### src/rtl/alu_request_arbiter_if.sv
// alu_request_arbiter_if
// Bundles every non-clock, non-reset signal of alu_request_arbiter.
//   requests : i_w_reqN_valid/a/b/sub in, o_w_reqN_ready out (N = 0, 1)
//   datapath : o_r_dp_a/b/sub/start out, i_w_dp_result/carry/done in
//   response : o_r_rsp_valid/data/carry/id/error out, i_w_rsp_ready in
//   status   : o_r_err_count (saturating timeouts), o_w_busy
// The slave modport is the arbiter side; master is the surrounding logic.
interface alu_request_arbiter_if #(
  parameter int WIDTH = 4
);
  logic             i_w_req0_valid;
  logic [WIDTH-1:0] i_w_req0_a;
  logic [WIDTH-1:0] i_w_req0_b;
  logic             i_w_req0_sub;
  logic             o_w_req0_ready;
  logic             i_w_req1_valid;
  logic [WIDTH-1:0] i_w_req1_a;
  logic [WIDTH-1:0] i_w_req1_b;
  logic             i_w_req1_sub;
  logic             o_w_req1_ready;
  logic [WIDTH-1:0] o_r_dp_a;
  logic [WIDTH-1:0] o_r_dp_b;
  logic             o_r_dp_sub;
  logic             o_r_dp_start;
  logic [WIDTH-1:0] i_w_dp_result;
  logic             i_w_dp_carry;
  logic             i_w_dp_done;
  logic             o_r_rsp_valid;
  logic [WIDTH-1:0] o_r_rsp_data;
  logic             o_r_rsp_carry;
  logic             o_r_rsp_id;
  logic             o_r_rsp_error;
  logic             i_w_rsp_ready;
  logic [7:0]       o_r_err_count;
  logic             o_w_busy;

  modport slave (
    input  i_w_req0_valid, i_w_req0_a, i_w_req0_b, i_w_req0_sub,
    input  i_w_req1_valid, i_w_req1_a, i_w_req1_b, i_w_req1_sub,
    output o_w_req0_ready, o_w_req1_ready,
    output o_r_dp_a, o_r_dp_b, o_r_dp_sub, o_r_dp_start,
    input  i_w_dp_result, i_w_dp_carry, i_w_dp_done,
    output o_r_rsp_valid, o_r_rsp_data, o_r_rsp_carry, o_r_rsp_id, o_r_rsp_error,
    input  i_w_rsp_ready,
    output o_r_err_count, o_w_busy
  );

  modport master (
    output i_w_req0_valid, i_w_req0_a, i_w_req0_b, i_w_req0_sub,
    output i_w_req1_valid, i_w_req1_a, i_w_req1_b, i_w_req1_sub,
    input  o_w_req0_ready, o_w_req1_ready,
    input  o_r_dp_a, o_r_dp_b, o_r_dp_sub, o_r_dp_start,
    output i_w_dp_result, i_w_dp_carry, i_w_dp_done,
    input  o_r_rsp_valid, o_r_rsp_data, o_r_rsp_carry, o_r_rsp_id, o_r_rsp_error,
    output i_w_rsp_ready,
    input  o_r_err_count, o_w_busy
  );
endinterface

### src/rtl/alu_request_arbiter.sv
// alu_request_arbiter
// Round-robin sequencer sharing one external add/subtract datapath between
// two requesters. One operation is in flight at a time:
//   IDLE -> ISSUE (one-cycle start) -> WAIT (done or timeout) -> RESPOND.
// Ports:
//   i_w_clk   : clock, rising edge
//   i_w_reset : synchronous active-high reset
//   bus       : alu_request_arbiter_if.slave (requests, datapath, response,
//               error count, busy)
module alu_request_arbiter #(
  parameter int WIDTH          = 4,
  parameter int TIMEOUT_CYCLES = 15
) (
  input  logic                  i_w_clk,
  input  logic                  i_w_reset,
  alu_request_arbiter_if.slave  bus
);

  localparam int CW = (TIMEOUT_CYCLES > 1) ? $clog2(TIMEOUT_CYCLES) : 1;
  localparam logic [CW-1:0] LAST_WAIT = CW'(TIMEOUT_CYCLES - 1);

  typedef enum logic [1:0] {IDLE, ISSUE, WAIT, RESPOND} state_t;

  state_t           state_reg, state_next;
  logic             last_grant_reg;
  logic [WIDTH-1:0] dp_a_reg, dp_b_reg;
  logic             dp_sub_reg, dp_start_reg;
  logic [CW-1:0]    wait_count_reg;
  logic             rsp_valid_reg;
  logic [WIDTH-1:0] rsp_data_reg;
  logic             rsp_carry_reg, rsp_id_reg, rsp_error_reg;
  logic [7:0]       err_count_reg;

  logic grant0, grant1, accept, done_ok, timed_out;

  always_comb begin
    state_next = state_reg;
    grant0     = 1'b0;
    grant1     = 1'b0;
    accept     = 1'b0;
    done_ok    = 1'b0;
    timed_out  = 1'b0;
    case (state_reg)
      IDLE: begin
        // On a tie the requester that did not win last time is served.
        if (bus.i_w_req0_valid && bus.i_w_req1_valid) begin
          grant0 = last_grant_reg;
          grant1 = ~last_grant_reg;
        end else begin
          grant0 = bus.i_w_req0_valid;
          grant1 = bus.i_w_req1_valid;
        end
        accept = grant0 | grant1;
        if (accept) state_next = ISSUE;
      end
      ISSUE: state_next = WAIT;
      WAIT: begin
        // Done takes priority, so done on the last counted cycle succeeds.
        if (bus.i_w_dp_done) begin
          done_ok    = 1'b1;
          state_next = RESPOND;
        end else if (wait_count_reg == LAST_WAIT) begin
          timed_out  = 1'b1;
          state_next = RESPOND;
        end
      end
      RESPOND: if (bus.i_w_rsp_ready) state_next = IDLE;
      default: state_next = IDLE;
    endcase
  end

  always_ff @(posedge i_w_clk) begin
    if (i_w_reset) begin
      state_reg      <= IDLE;
      last_grant_reg <= 1'b1;
      dp_a_reg       <= '0;
      dp_b_reg       <= '0;
      dp_sub_reg     <= 1'b0;
      dp_start_reg   <= 1'b0;
      wait_count_reg <= '0;
      rsp_valid_reg  <= 1'b0;
      rsp_data_reg   <= '0;
      rsp_carry_reg  <= 1'b0;
      rsp_id_reg     <= 1'b0;
      rsp_error_reg  <= 1'b0;
      err_count_reg  <= '0;
    end else begin
      state_reg     <= state_next;
      // Start is high exactly during the ISSUE cycle that follows an accept.
      dp_start_reg  <= accept;
      rsp_valid_reg <= (state_next == RESPOND);
      if (accept) begin
        dp_a_reg       <= grant1 ? bus.i_w_req1_a   : bus.i_w_req0_a;
        dp_b_reg       <= grant1 ? bus.i_w_req1_b   : bus.i_w_req0_b;
        dp_sub_reg     <= grant1 ? bus.i_w_req1_sub : bus.i_w_req0_sub;
        rsp_id_reg     <= grant1;
        last_grant_reg <= grant1;
      end
      if (state_reg == ISSUE) begin
        wait_count_reg <= '0;
      end else if (state_reg == WAIT) begin
        wait_count_reg <= wait_count_reg + 1'b1;
      end
      if (done_ok) begin
        rsp_data_reg  <= bus.i_w_dp_result;
        rsp_carry_reg <= bus.i_w_dp_carry;
        rsp_error_reg <= 1'b0;
      end else if (timed_out) begin
        rsp_data_reg  <= '0;
        rsp_carry_reg <= 1'b0;
        rsp_error_reg <= 1'b1;
        if (err_count_reg != 8'hFF) err_count_reg <= err_count_reg + 8'd1;
      end
    end
  end

  assign bus.o_w_req0_ready = grant0;
  assign bus.o_w_req1_ready = grant1;
  assign bus.o_r_dp_a       = dp_a_reg;
  assign bus.o_r_dp_b       = dp_b_reg;
  assign bus.o_r_dp_sub     = dp_sub_reg;
  assign bus.o_r_dp_start   = dp_start_reg;
  assign bus.o_r_rsp_valid  = rsp_valid_reg;
  assign bus.o_r_rsp_data   = rsp_data_reg;
  assign bus.o_r_rsp_carry  = rsp_carry_reg;
  assign bus.o_r_rsp_id     = rsp_id_reg;
  assign bus.o_r_rsp_error  = rsp_error_reg;
  assign bus.o_r_err_count  = err_count_reg;
  assign bus.o_w_busy       = (state_reg != IDLE);

endmodule

### src/flat_wrapper.sv
// flat-port wrapper written by rule: the top's interface ports become plain ports
module alu_request_arbiter_flat 
#(
  parameter int WIDTH          = 4,
  parameter int TIMEOUT_CYCLES = 15
)
  (i_w_clk, i_w_reset, bus_i_w_req0_valid, bus_i_w_req0_a, bus_i_w_req0_b, bus_i_w_req0_sub, bus_i_w_req1_valid, bus_i_w_req1_a, bus_i_w_req1_b, bus_i_w_req1_sub, bus_o_w_req0_ready, bus_o_w_req1_ready, bus_o_r_dp_a, bus_o_r_dp_b, bus_o_r_dp_sub, bus_o_r_dp_start, bus_i_w_dp_result, bus_i_w_dp_carry, bus_i_w_dp_done, bus_o_r_rsp_valid, bus_o_r_rsp_data, bus_o_r_rsp_carry, bus_o_r_rsp_id, bus_o_r_rsp_error, bus_i_w_rsp_ready, bus_o_r_err_count, bus_o_w_busy);
  alu_request_arbiter_if #(.WIDTH(WIDTH)) bus_i ();
  input  logic i_w_clk;
  input  logic i_w_reset;
  input wire logic [$bits(bus_i.i_w_req0_valid)-1:0] bus_i_w_req0_valid;
  input wire logic [$bits(bus_i.i_w_req0_a)-1:0] bus_i_w_req0_a;
  input wire logic [$bits(bus_i.i_w_req0_b)-1:0] bus_i_w_req0_b;
  input wire logic [$bits(bus_i.i_w_req0_sub)-1:0] bus_i_w_req0_sub;
  input wire logic [$bits(bus_i.i_w_req1_valid)-1:0] bus_i_w_req1_valid;
  input wire logic [$bits(bus_i.i_w_req1_a)-1:0] bus_i_w_req1_a;
  input wire logic [$bits(bus_i.i_w_req1_b)-1:0] bus_i_w_req1_b;
  input wire logic [$bits(bus_i.i_w_req1_sub)-1:0] bus_i_w_req1_sub;
  output wire logic [$bits(bus_i.o_w_req0_ready)-1:0] bus_o_w_req0_ready;
  output wire logic [$bits(bus_i.o_w_req1_ready)-1:0] bus_o_w_req1_ready;
  output wire logic [$bits(bus_i.o_r_dp_a)-1:0] bus_o_r_dp_a;
  output wire logic [$bits(bus_i.o_r_dp_b)-1:0] bus_o_r_dp_b;
  output wire logic [$bits(bus_i.o_r_dp_sub)-1:0] bus_o_r_dp_sub;
  output wire logic [$bits(bus_i.o_r_dp_start)-1:0] bus_o_r_dp_start;
  input wire logic [$bits(bus_i.i_w_dp_result)-1:0] bus_i_w_dp_result;
  input wire logic [$bits(bus_i.i_w_dp_carry)-1:0] bus_i_w_dp_carry;
  input wire logic [$bits(bus_i.i_w_dp_done)-1:0] bus_i_w_dp_done;
  output wire logic [$bits(bus_i.o_r_rsp_valid)-1:0] bus_o_r_rsp_valid;
  output wire logic [$bits(bus_i.o_r_rsp_data)-1:0] bus_o_r_rsp_data;
  output wire logic [$bits(bus_i.o_r_rsp_carry)-1:0] bus_o_r_rsp_carry;
  output wire logic [$bits(bus_i.o_r_rsp_id)-1:0] bus_o_r_rsp_id;
  output wire logic [$bits(bus_i.o_r_rsp_error)-1:0] bus_o_r_rsp_error;
  input wire logic [$bits(bus_i.i_w_rsp_ready)-1:0] bus_i_w_rsp_ready;
  output wire logic [$bits(bus_i.o_r_err_count)-1:0] bus_o_r_err_count;
  output wire logic [$bits(bus_i.o_w_busy)-1:0] bus_o_w_busy;
  assign bus_i.i_w_req0_valid = bus_i_w_req0_valid;
  assign bus_i.i_w_req0_a = bus_i_w_req0_a;
  assign bus_i.i_w_req0_b = bus_i_w_req0_b;
  assign bus_i.i_w_req0_sub = bus_i_w_req0_sub;
  assign bus_i.i_w_req1_valid = bus_i_w_req1_valid;
  assign bus_i.i_w_req1_a = bus_i_w_req1_a;
  assign bus_i.i_w_req1_b = bus_i_w_req1_b;
  assign bus_i.i_w_req1_sub = bus_i_w_req1_sub;
  assign bus_o_w_req0_ready = bus_i.o_w_req0_ready;
  assign bus_o_w_req1_ready = bus_i.o_w_req1_ready;
  assign bus_o_r_dp_a = bus_i.o_r_dp_a;
  assign bus_o_r_dp_b = bus_i.o_r_dp_b;
  assign bus_o_r_dp_sub = bus_i.o_r_dp_sub;
  assign bus_o_r_dp_start = bus_i.o_r_dp_start;
  assign bus_i.i_w_dp_result = bus_i_w_dp_result;
  assign bus_i.i_w_dp_carry = bus_i_w_dp_carry;
  assign bus_i.i_w_dp_done = bus_i_w_dp_done;
  assign bus_o_r_rsp_valid = bus_i.o_r_rsp_valid;
  assign bus_o_r_rsp_data = bus_i.o_r_rsp_data;
  assign bus_o_r_rsp_carry = bus_i.o_r_rsp_carry;
  assign bus_o_r_rsp_id = bus_i.o_r_rsp_id;
  assign bus_o_r_rsp_error = bus_i.o_r_rsp_error;
  assign bus_i.i_w_rsp_ready = bus_i_w_rsp_ready;
  assign bus_o_r_err_count = bus_i.o_r_err_count;
  assign bus_o_w_busy = bus_i.o_w_busy;
  alu_request_arbiter #(.WIDTH(WIDTH), .TIMEOUT_CYCLES(TIMEOUT_CYCLES)) u_core (.i_w_clk(i_w_clk), .i_w_reset(i_w_reset), .bus(bus_i));
endmodule
### config.mk
export PLATFORM = sky130hd
export DESIGN_NAME = alu_request_arbiter_flat
export DESIGN_NICKNAME = d
export VERILOG_FILES = /design/src/rtl/alu_request_arbiter_if.sv /design/src/rtl/alu_request_arbiter.sv /design/src/flat_wrapper.sv
export SDC_FILE = /design/constraint.sdc
export NUM_CORES = 1
export LEC_CHECK = 0
export ABC_CLOCK_PERIOD_IN_PS = 2310
export CORE_UTILIZATION = 40
export DETAILED_ROUTE_END_ITERATION = 16
export PLACE_DENSITY = 0.74
export SLEW_MARGIN = 10
export SYNTH_ARGS = -nofsm -noshare
export SYNTH_HDL_FRONTEND = slang
export SYNTH_SLANG_ARGS = --single-unit
### constraint.sdc
create_clock -name i_w_clk -period 2.31 [get_ports i_w_clk]
set_clock_uncertainty 0.1 [all_clocks]
set_input_delay 0.462 -clock i_w_clk [delete_from_list [all_inputs] [get_ports i_w_clk]]
set_output_delay 0.462 -clock i_w_clk [all_outputs]
set_load 0.02 [all_outputs]
==> results of run 1 <==
## per-layer routing
metal,up-vias,global-route usage
met5,-,0
met4,0,0.1105
met3,9,0.05072
met2,38,0.3024
met1,664,0.2392
li1,768,-
## cell type report
type | count | area share
timing repair buffer | 69 | 0.2942
multi-input combinational | 131 | 0.3409
clock buffer | 8 | 0.03560
tap | 46 | 0.02558
inverter | 6 | 0.01001
sequential | 33 | 0.2937
## power breakdown
group          internal [mW]  switching (mW)
Clock                  0.214           0.198
Combinational          0.174           0.179
Sequential             0.611          0.0224
Total                  0.998           0.399
## worst paths after layout
kind                                                         start                                  endpoint  slack (ps)  cells after the start
worst min register to register  u_core.bus.o_r_rsp_id$_SDFFE_PP0P_        u_core.bus.o_r_rsp_id$_SDFFE_PP0P_         390                      2
worst max-delay path                u_core.state_reg[0]$_SDFF_PP0_                              bus_o_w_busy         230                      3
worst min-delay path            u_core.bus.o_r_rsp_id$_SDFFE_PP0P_        u_core.bus.o_r_rsp_id$_SDFFE_PP0P_         390                      2
worst max register to register      u_core.state_reg[1]$_SDFF_PP0_  u_core.bus.o_r_err_count[7]$_SDFFE_PP0P_         640                      5
## cell families after synthesis
family / Yosys count / synth area share
and+or+nand+nor: 84 / 0.2747
buffers and inverters: 15 / 0.04439
muxes: 4 / 0.02680
DFF: 33 / 0.4422
adders and majority gates: 3 / 0.02513
AOI/OAI and AO/OA: 38 / 0.1750
xor gates and xnor gates: 2 / 0.01173
## metrics by stage
| step | util | setup TNS, ps |
|---|---|---|
| after floorplan | - | 0 |
| after global placement | 0.6252 | 0 |
| after detailed placement | 0.6252 | -10.65 |
| after CTS | 0.6479 | 0 |
| after global routing | 0.6486 | 0 |
| final | 0.6486 | 0 |
## what timing repair did
action	CTS	global route
gates cloned	0	0
endpoints found under the hold margin	0	0
pin swaps	0	0
gates resized for setup	1	1
endpoints found under the setup margin	1	1
setup buffers	0	0
## critical path: cells and delay by family, from the launching register on
| family | cells | cell delay, ps |
|---|---|---|
| buf+inv | 2 | 650 |
| simple gates | 1 | 270 |
| flops | 1 | 310 |
## cells in the mapped netlist (all sizes together), types with 4 or more instances
| cell type | instances | area (µm²) |
|---|---|---|
| dfxtp | 33 | 660.6 |
| nor2 | 31 | 116.4 |
| nand2 | 24 | 90.09 |
| a311oi | 10 | 87.58 |
| nand3 | 9 | 45.04 |
| o21ai | 8 | 40.03 |
| a22oi | 6 | 45.04 |
| inv | 6 | 22.52 |
| a21oi | 5 | 25.02 |
| clkbuf | 5 | 18.77 |
| a31oi | 4 | 25.02 |
| buf | 4 | 25.02 |
| mux2i | 4 | 40.04 |
| nor3 | 4 | 42.54 |
==> impl_metrics.tcl, run 1 <==
set metrics [dict create \
    fin_ws_ps 232.3 \
    dpl_cell_area_mm2 0.002168 \
    track_usage 0.1938 \
    area_growth_pct 50.59 \
    clk_latency_ps 290 \
    die_area_mm2 0.003984 \
    dr_wl_met2_um 1647 \
    avgViaCountPerCell 5.048 \
    async_reset_ff_frac 0 \
    crit_path_end_kind "output port" \
    drtIter0Drc 133 \
    final_area_mm2 0.002250 \
    largest_reg_flops 8 \
    crit_type "reg2out" \
    portBuffers 57 \
    ys_seq_area_frac 0.4422 \
    fin_crit_ps 2078 \
    setup_violations 0 \
    drc 0 \
    coreArea_mm2 0.003468 \
    worst_pin_slew_ps 587.7 \
    path_clk_slew_ps 60 \
    start_kind "register" \
    grt_pass1_wl_um 6099 \
    wl_per_cell_um 12.11 \
    fin_nets 278 \
    place_inst 285 \
    antenna_found_initial 0 \
    ir_drop_mv 0.3944 \
    ios 58 \
    overflow 0 \
    vias 1479 \
    dr_wl_met3_um 163 \
    powerDensity_mw_per_mm2 621.1 \
    synth.avg_cell_area_um2 8.346 \
    status "complete, no violations" \
    syn_nets 211 \
    min_path_type "reg2reg" \
    ant_nets 0 \
    cts-root-buf "clkbuf_8" \
    finalNonFillerCells 293 \
    grt_pass1_vias 1353 \
    firstDrtPassIters 4 \
    crit_fanout 5 \
    regArea_um2 660.6 \
    cp_cell_sequence "nor2_1 > inv_1 > clkdlybuf4s50_1" \
    cts_tree "built" \
    cts_sinks 33 \
    fmax_ghz 0.4813 \
    grt_max_degree 16 \
    slowest_delay_ps 550 \
    met1_length_um 1661 \
    drv_slew 0 \
    finalPower_mw 1.397 \
    ys_seq_elements 33 \
    final_cell_mix "clkdlybuf4s50_1 (55), dfxtp_1 (33), nor2_1 (31), nand2_1 (24), buf_4 (12)" \
    p_leak_nw 0.8946 \
    cts_buffers 5 \
    h-tree-depth 2 \
    synth_edf_count 0 \
    slew_headroom 0.6070 \
    synth_cell_types 35 \
    crit_required_ps 1750 \
    top_layer "met4" \
    period_share 0.8994 \
    die_width_um 63.12 \
    cts_hold_buf 0 \
    cts_buffer_depth 2 \
    start_util 0.4307 \
    rows 21 \
    ys_warn_count 0 \
    place_congestion 0.8259 \
    place_hpwl_um 2611 \
    layout.cells.most_common "clkdlybuf4s50_1" \
    rsz0062_at_grt "no" \
    diodes 0 \
    worstPathArrival_ps 1520 \
    ys.flop_type "dfxtp_1" \
    syn_area_mm2 0.001494 \
    crit_path_top_delay_cell "clkdlybuf4s50_1" \
    drive_above_1_share 0.08502 \
    multi_input_area_um2 767.0 \
    dp_slack_ps -10.65 \
    fp.dieH_um 63.12 \
    fill_cells 322 \
    hold_viol_final 0 \
    cap_violations 0 \
    hold_ws_ps 390.5 \
    synthesis.instances 179 \
    wl_um 3548 \
]
Power figures use the tool's default switching activity.
==> run 2: changes to the inputs <==
Settings changed: CTS_CLUSTER_SIZE set to 40.
==> results of run 2 <==
Same layout as run 1: the final DEF is identical, and so are final timing and power.
